File: src/rtl/reg_mem_lsu_pkg.sv
// Shared definitions for the register-file load/store sequencer:
// FSM state encodings, op codes and default bus widths.
package reg_mem_lsu_pkg;

  localparam int LSU_DATA_W  = 16;
  localparam int LSU_ADDR_W  = 16;
  localparam int LSU_TIMEOUT = 15;

  // State encodings kept as plain constants so legacy code can share them.
  localparam logic [2:0] IDLE   = 3'd0;
  localparam logic [2:0] ST_SEL = 3'd1;
  localparam logic [2:0] LD_REQ = 3'd2;
  localparam logic [2:0] ST_REQ = 3'd3;
  localparam logic [2:0] LD_WR  = 3'd4;

  // Operation codes carried on op_st.
  localparam logic OP_LD = 1'b0;
  localparam logic OP_ST = 1'b1;

  // True while a memory request is outstanding.
  function automatic logic is_req_state(input logic [2:0] s);
    return (s == LD_REQ) || (s == ST_REQ);
  endfunction

endpackage

File: src/rtl/reg_mem_lsu_if.sv
// Request/acknowledge bus between the sequencer (master) and data memory (slave).
// req/we/addr/wdata are held by the master until the slave answers with ack;
// rdata is valid in the same cycle as ack.
interface reg_mem_lsu_if #(
  parameter int DATA_W = 16,
  parameter int ADDR_W = 16
);

  logic              req;
  logic              we;
  logic [ADDR_W-1:0] addr;
  logic [DATA_W-1:0] wdata;
  logic              ack;
  logic [DATA_W-1:0] rdata;

  modport master (
    output req, we, addr, wdata,
    input  ack, rdata
  );

  modport slave (
    input  req, we, addr, wdata,
    output ack, rdata
  );

endinterface

File: src/rtl/reg_mem_lsu_wdog.sv
// Request watchdog: counts request cycles that pass without an acknowledge and
// flags the TIMEOUT-th one. Held at zero whenever no request is outstanding.
module reg_mem_lsu_wdog #(
  parameter int TIMEOUT = 15
) (
  input  logic clk,
  input  logic rst,
  input  logic clr,
  input  logic en,
  output logic expire
);

  localparam int W = $clog2(TIMEOUT + 1);

  logic [W-1:0] cnt;

  // The edge that would record the TIMEOUT-th unanswered cycle is the expiry edge.
  assign expire = en && (cnt == W'(TIMEOUT - 1));

  // Count unanswered request cycles; cleared outside the request states.
  always_ff @(posedge clk or negedge rst) begin
    if (!rst) begin
      cnt <= '0;
    end else if (clr) begin
      cnt <= '0;
    end else if (en) begin
      cnt <= cnt + W'(1);
    end
  end

endmodule

File: src/rtl/reg_mem_lsu.sv
// Load/store sequencer for the two-entry (X/Y) register file.
// Load:  memory read -> load/ldm/rw into the file's memory-load port.
// Store: select register via rw, wait for the file's registered out, write it to memory.
// Every output is a flop; a request with no ack for TIMEOUT cycles is aborted with err.
module reg_mem_lsu
  import reg_mem_lsu_pkg::*;
#(
  parameter int DATA_W  = LSU_DATA_W,
  parameter int ADDR_W  = LSU_ADDR_W,
  parameter int TIMEOUT = LSU_TIMEOUT
) (
  input  logic              clk,
  input  logic              rst,
  input  logic              start,
  input  logic              op_st,
  input  logic              sel,
  input  logic [ADDR_W-1:0] addr,
  input  logic [DATA_W-1:0] reg_out,
  reg_mem_lsu_if.master     mem,
  output logic              rw,
  output logic              ldm,
  output logic [DATA_W-1:0] load,
  output logic              busy,
  output logic              done,
  output logic              err
);

  logic [2:0] state;
  logic       sel_wait;
  logic       wd_clr;
  logic       wd_en;
  logic       wd_expire;

  // Watchdog runs only while a request is outstanding and unanswered.
  assign wd_clr = !is_req_state(state);
  assign wd_en  = is_req_state(state) && !mem.ack;

  reg_mem_lsu_wdog #(
    .TIMEOUT(TIMEOUT)
  ) u_wdog (
    .clk   (clk),
    .rst   (rst),
    .clr   (wd_clr),
    .en    (wd_en),
    .expire(wd_expire)
  );

  // Sequencer FSM; all outputs including the bus are registered here.
  always_ff @(posedge clk or negedge rst) begin
    if (!rst) begin
      state     <= IDLE;
      sel_wait  <= 1'b0;
      rw        <= 1'b0;
      ldm       <= 1'b0;
      load      <= '0;
      mem.req   <= 1'b0;
      mem.we    <= 1'b0;
      mem.addr  <= '0;
      mem.wdata <= '0;
      busy      <= 1'b0;
      done      <= 1'b0;
      err       <= 1'b0;
    end else begin
      // NOTE: done/err default low every edge so each can only be a one-cycle
      // pulse; all state here uses <= so every branch sees pre-edge values.
      done <= 1'b0;
      err  <= 1'b0;
      case (state)
        IDLE: begin
          if (start) begin
            rw       <= sel;
            mem.addr <= addr;
            busy     <= 1'b1;
            if (op_st == OP_ST) begin
              sel_wait <= 1'b0;
              state    <= ST_SEL;
            end else begin
              mem.req <= 1'b1;
              mem.we  <= 1'b0;
              state   <= LD_REQ;
            end
          end
        end
        ST_SEL: begin
          // The file's out follows rw one edge late, so capture on the second edge.
          if (sel_wait) begin
            mem.wdata <= reg_out;
            mem.req   <= 1'b1;
            mem.we    <= 1'b1;
            state     <= ST_REQ;
          end else begin
            sel_wait <= 1'b1;
          end
        end
        LD_REQ: begin
          // An ack on the expiry edge still completes the load.
          if (mem.ack) begin
            load    <= mem.rdata;
            ldm     <= 1'b1;
            mem.req <= 1'b0;
            state   <= LD_WR;
          end else if (wd_expire) begin
            mem.req <= 1'b0;
            busy    <= 1'b0;
            err     <= 1'b1;
            state   <= IDLE;
          end
        end
        ST_REQ: begin
          if (mem.ack) begin
            mem.req <= 1'b0;
            mem.we  <= 1'b0;
            busy    <= 1'b0;
            done    <= 1'b1;
            state   <= IDLE;
          end else if (wd_expire) begin
            mem.req <= 1'b0;
            mem.we  <= 1'b0;
            busy    <= 1'b0;
            err     <= 1'b1;
            state   <= IDLE;
          end
        end
        LD_WR: begin
          // The file takes load on this edge; ldm falls with it.
          ldm   <= 1'b0;
          busy  <= 1'b0;
          done  <= 1'b1;
          state <= IDLE;
        end
        default: begin
          mem.req <= 1'b0;
          mem.we  <= 1'b0;
          ldm     <= 1'b0;
          busy    <= 1'b0;
          state   <= IDLE;
        end
      endcase
    end
  end

endmodule

File: src/flat_wrapper.sv
// flat-port wrapper written by rule: the top's interface ports become plain ports
module reg_mem_lsu_flat import reg_mem_lsu_pkg::*;
#(
  parameter int DATA_W  = LSU_DATA_W,
  parameter int ADDR_W  = LSU_ADDR_W,
  parameter int TIMEOUT = LSU_TIMEOUT
)
  (clk, rst, start, op_st, sel, addr, reg_out, rw, ldm, load, busy, done, err, mem_req, mem_we, mem_addr, mem_wdata, mem_ack, mem_rdata);
  reg_mem_lsu_if #(.DATA_W(DATA_W), .ADDR_W(ADDR_W)) mem_i ();
  input  logic clk;
  input  logic rst;
  input  logic start;
  input  logic op_st;
  input  logic sel;
  input  logic [ADDR_W-1:0] addr;
  input  logic [DATA_W-1:0] reg_out;
  output logic rw;
  output logic ldm;
  output logic [DATA_W-1:0] load;
  output logic busy;
  output logic done;
  output logic err;
  output wire logic [$bits(mem_i.req)-1:0] mem_req;
  output wire logic [$bits(mem_i.we)-1:0] mem_we;
  output wire logic [$bits(mem_i.addr)-1:0] mem_addr;
  output wire logic [$bits(mem_i.wdata)-1:0] mem_wdata;
  input wire logic [$bits(mem_i.ack)-1:0] mem_ack;
  input wire logic [$bits(mem_i.rdata)-1:0] mem_rdata;
  assign mem_req = mem_i.req;
  assign mem_we = mem_i.we;
  assign mem_addr = mem_i.addr;
  assign mem_wdata = mem_i.wdata;
  assign mem_i.ack = mem_ack;
  assign mem_i.rdata = mem_rdata;
  reg_mem_lsu #(.DATA_W(DATA_W), .ADDR_W(ADDR_W), .TIMEOUT(TIMEOUT)) u_core (.clk(clk), .rst(rst), .start(start), .op_st(op_st), .sel(sel), .addr(addr), .reg_out(reg_out), .mem(mem_i), .rw(rw), .ldm(ldm), .load(load), .busy(busy), .done(done), .err(err));
endmodule
File: config.mk
export PLATFORM = sky130hd
export DESIGN_NAME = reg_mem_lsu_flat
export DESIGN_NICKNAME = d
export VERILOG_FILES = /design/src/rtl/reg_mem_lsu_pkg.sv /design/src/rtl/reg_mem_lsu_if.sv /design/src/rtl/reg_mem_lsu_wdog.sv /design/src/rtl/reg_mem_lsu.sv /design/src/flat_wrapper.sv
export SDC_FILE = /design/constraint.sdc
export NUM_CORES = 1
export LEC_CHECK = 0
export ABC_CLOCK_PERIOD_IN_PS = 3900
export BUFFER_PORTS_ARGS = -buffer_cell sky130_fd_sc_hd__buf_2
export CORE_ASPECT_RATIO = 1.2
export CORE_MARGIN = 2
export CORE_UTILIZATION = 50
export CTS_CLUSTER_SIZE = 8
export DETAILED_ROUTE_END_ITERATION = 6
export PLACE_DENSITY = 0.83
export SETUP_SLACK_MARGIN = 0.4
export SYNTH_ARGS = -nofsm -noshare
export SYNTH_HDL_FRONTEND = slang
export SYNTH_SLANG_ARGS = --single-unit
File: constraint.sdc
create_clock -name clk -period 3.9 [get_ports clk]
set_clock_uncertainty 0.1 [all_clocks]
set_input_delay 1.17 -clock clk [delete_from_list [all_inputs] [get_ports clk]]
set_output_delay 1.17 -clock clk [all_outputs]
set_load 0.005 [all_outputs]
==> summary.md <==
| Metric | Value |
|---|---|
| Outcome | `finished, final reports clean` |
| Top post-synthesis cells by area | `dfrtp_1 60%, mux2_4 9.1%, mux2_2 7.2%` |
| R2R Path Start | `u_core.state[2]` |
| Actual slew at the worst max-slew pin | `0.930 ns` |
| Max Cap Violations | `0` |
| Postcts setup bufs | `0` |
| Die Span X | `70.4 um` |
| Detailed-route via count | `1779` |
| First-pass GRT wire length | `8330 um` |
| Final wirelength | `5140 um` |
| DRC viols | `0` |
| Int Pwr | `1.95 mW` |
| GRT Util Overall | `18.3%` |
| Count leader, synth | `dfrtp_1` |
| Final hold viol count | `0` |
| Post-Route M1 WL | `2070 um` |
| DR vias/cell | `5.08` |
| Max-slew headroom | `38.0%` |
| Clock period minus worst slack | `2.35 ns` |
| Clock transition at the registers of the reported paths | `0.06 ns` |
| Die area | `0.00589 mm2` |
| Die height | `83.7 um` |
| Setup TNS | `0 ns` |
| IO Pins | `109` |
| Post-Layout Cell Count | `350` |
| Layout Area Growth over Synthesis | `28.2%` |
| Async S/R FF share, synth | `100%` |
| DRT antenna net count | `0` |
| Sw frac | `29.1%` |
| End of the critical path | `u_core.mem.addr[9]` |
| Hold Path Class | `reg -> reg` |
| Cts hold-fix bufs | `0` |
| DR WL/cell | `14.7 um` |
| Part of the power in registers | `41.9%` |
| R2R Path End | `u_core.mem.addr[9]` |
| Share of power burned in the clock network | `22.9%` |
| Remaining global-route overflow | `0` |
| H-tree depth | `3` |
| Starting Density | `51.0%` |
| Slack of the critical path | `1.55 ns` |
| Worst Reg2Reg Path Length in Cells | `3` |
| Post-synth top cells | `63 x dfrtp_1, 17 x mux2_2, 16 x mux2_1, 16 x mux2_4, 9 x nor2_1` |
| Yosys reg bits | `63` |
| I/O Buffers | `108` |
| Nets@finish | `339` |
| Dpl cells | `334` |
| Routability cong. | `0.799` |
| Detailed Route Iter0 Violations | `100` |
| Worst setup EP type | `register` |
| FP Rows | `29` |
| Initial antenna violation count | `0` |
| Max clock buf depth | `2` |
| Ys flop type | `dfrtp_1` |
| Clk_lat worst skew | `0.33 ns` |
| Top-area cell type share of the netlist area | `59.6%` |
| WP data required | `4.01 ns` |
| CTS tree | `done` |
| Core area | `0.00519 mm2` |
| Avg Cell Area, Syn | `15.4 um2` |
| Largest net degree at the start of global routing | `36` |
| Hold_ws | `0.378 ns` |
| CP Max Fanout | `18` |
| Worst Setup Start Kind | `input port` |
| Met3 WL post-DR | `318 um` |
| Seq. cell area | `0.00158 mm2` |
| Length of the first detailed-routing pass in iterations | `4` |
| Clk root buf | `clkbuf_8` |
| PD cells | `809 mW/mm2` |
| Part of the Yosys area used for sequential elements | `59.6%` |
| Synth Warn # | `0` |
| Final Max Tran Viols | `0` |
| Comb pwr share | `35.2%` |
| Met2 wire length | `2590 um` |
| Synth area leader | `dfrtp_1` |
| Top sig layer | `met4` |
| Critical path class | `in -> reg` |
| RSZ-0062 raised after global routing | `false` |
| Fillers | `405` |
| Max Freq | `425 MHz` |
| Post-Synthesis Cell Area | `0.00265 mm2` |
| Final period util | `60.3%` |
| Layout cells sized above 1 | `55.2%` |
| Leakage | `1.70 nW` |
| Syn_nets | `228` |
| WP data arrival | `2.46 ns` |
| Post-DP HPWL | `3670 um` |
| Vias in the first global route | `1803` |
| Post-synth EDFFs | `0` |
| Switching pwr | `799 uW` |
| Area of the multi-input gates | `948 um2` |
| Ant. Diodes | `0` |
| # clock sinks | `63` |
| Cell count after synthesis | `172` |
| Synth unique cells | `36` |
| Finish-stage setup viols | `0` |
| CTS buffer count | `9` |
| Fin util | `65.4%` |
| Post-CTS resize count | `0` |
| Critical path origin | `start` |
| Setup WS pre-CTS | `1.17 ns` |
| Peak supply drop | `0.000371 V` |
| R2r setup slk | `1.70 ns` |
==> worst min-delay path by stage <==
stage | to | slack [ns] | startpoint | cells after the start
global placement | u_core.mem.wdata[5] | 0.36 | u_core.mem.wdata[5] | 1
global route | u_core.mem.addr[7] | 0.40 | u_core.mem.addr[7] | 1
floorplan | u_core.mem.addr[11] | 0.38 | u_core.mem.addr[11] | 1
finish | u_core.mem.wdata[5] | 0.38 | u_core.mem.wdata[5] | 1
CTS | u_core.mem.wdata[5] | 0.38 | u_core.mem.wdata[5] | 1
detailed placement | u_core.mem.wdata[5] | 0.37 | u_core.mem.wdata[5] | 1
==> metrics by stage <==
step           total power [mW]  cell area [um2]
2_1_floorplan              1.78             2650
3_3_place_gp               2.10             3170
3_5_place_dp               2.15             3170
4_1_cts                    2.79             3390
5_1_grt                    2.92             3390
6_report                   2.75             3390
==> logic make-up (layout without fill, tap and decap cells) <==
logic type	Yosys count	count (layout)	share of synthesized area, %
and+or+nand+nor	29	29	7.05
xor gates and xnor gates	3	3	0.993
AOI/OAI and AO/OA	13	13	3.74
muxes	49	49	23.1
buffers and inverters	13	129	4.59
DFF	63	63	59.6
adders and majority gates	2	2	0.945
==> critical path, cell delays in order <==
cell    delay, ns
buf_2        0.10
and3_1       0.77
mux2_2       0.42
==> area by class of cell <==
type                            instances  area share, %
Sequential cell                        63           46.5
Multi-Input combinational cell         96           27.9
Timing Repair Buffer                  110           16.4
Clock buffer                           13           4.68
Tap cell                               62           2.29
Clock inverter                          3           1.92
Inverter                                3          0.332
==> power groups by stage <==
stage / clock (mW) / combinational [mW] / sequential (mW)
final: 0.628 / 0.967 / 1.15
after global placement: 0 / 0.951 / 1.15
after CTS: 0.642 / 0.991 / 1.15
after floorplan: 0 / 0.632 / 1.15
after global routing: 0.670 / 1.06 / 1.20
after detailed placement: 0 / 0.989 / 1.16
==> per-layer routing <==
layer,GRT usage (%),vias up
met2,29.2,74
met3,4.71,17
li1,-,830
met5,0,-
met1,22.1,858
met4,11.2,0
==> cell usage in the layout, fill, tap and decap left out, types with 2 or more instances in the layout <==
| master | instances |
|---|---|
| buf_2 | 108 |
| dfrtp_1 | 63 |
| mux2_2 | 17 |
| mux2_4 | 16 |
| mux2_1 | 16 |
| clkbuf_8 | 11 |
| nor2_1 | 9 |
| inv_1 | 3 |
| a21oi_1 | 3 |
| and2_1 | 3 |
| nor4b_1 | 3 |
| nand4b_1 | 2 |
| xor2_1 | 2 |
| nand3_1 | 2 |
| nand3b_1 | 2 |
| a211oi_1 | 2 |
| ha_1 | 2 |
| bufinv_16 | 2 |
| clkbuf_1 | 2 |
| buf_4 | 2 |
==> sequential cells by signal (all words and copies together) (netlist names) <==
name and flops:
u_core.mem.addr 16, u_core.u_wdog.cnt 4, u_core.err 1, u_core.mem.wdata 16, u_core.sel_wait 1, u_core.busy 1, u_core.load 16, u_core.mem.we 1
u_core.mem.req 1, u_core.state 3, u_core.ldm 1, u_core.rw 1, u_core.done 1
Note: power is estimated with default switching activity, not from simulation.
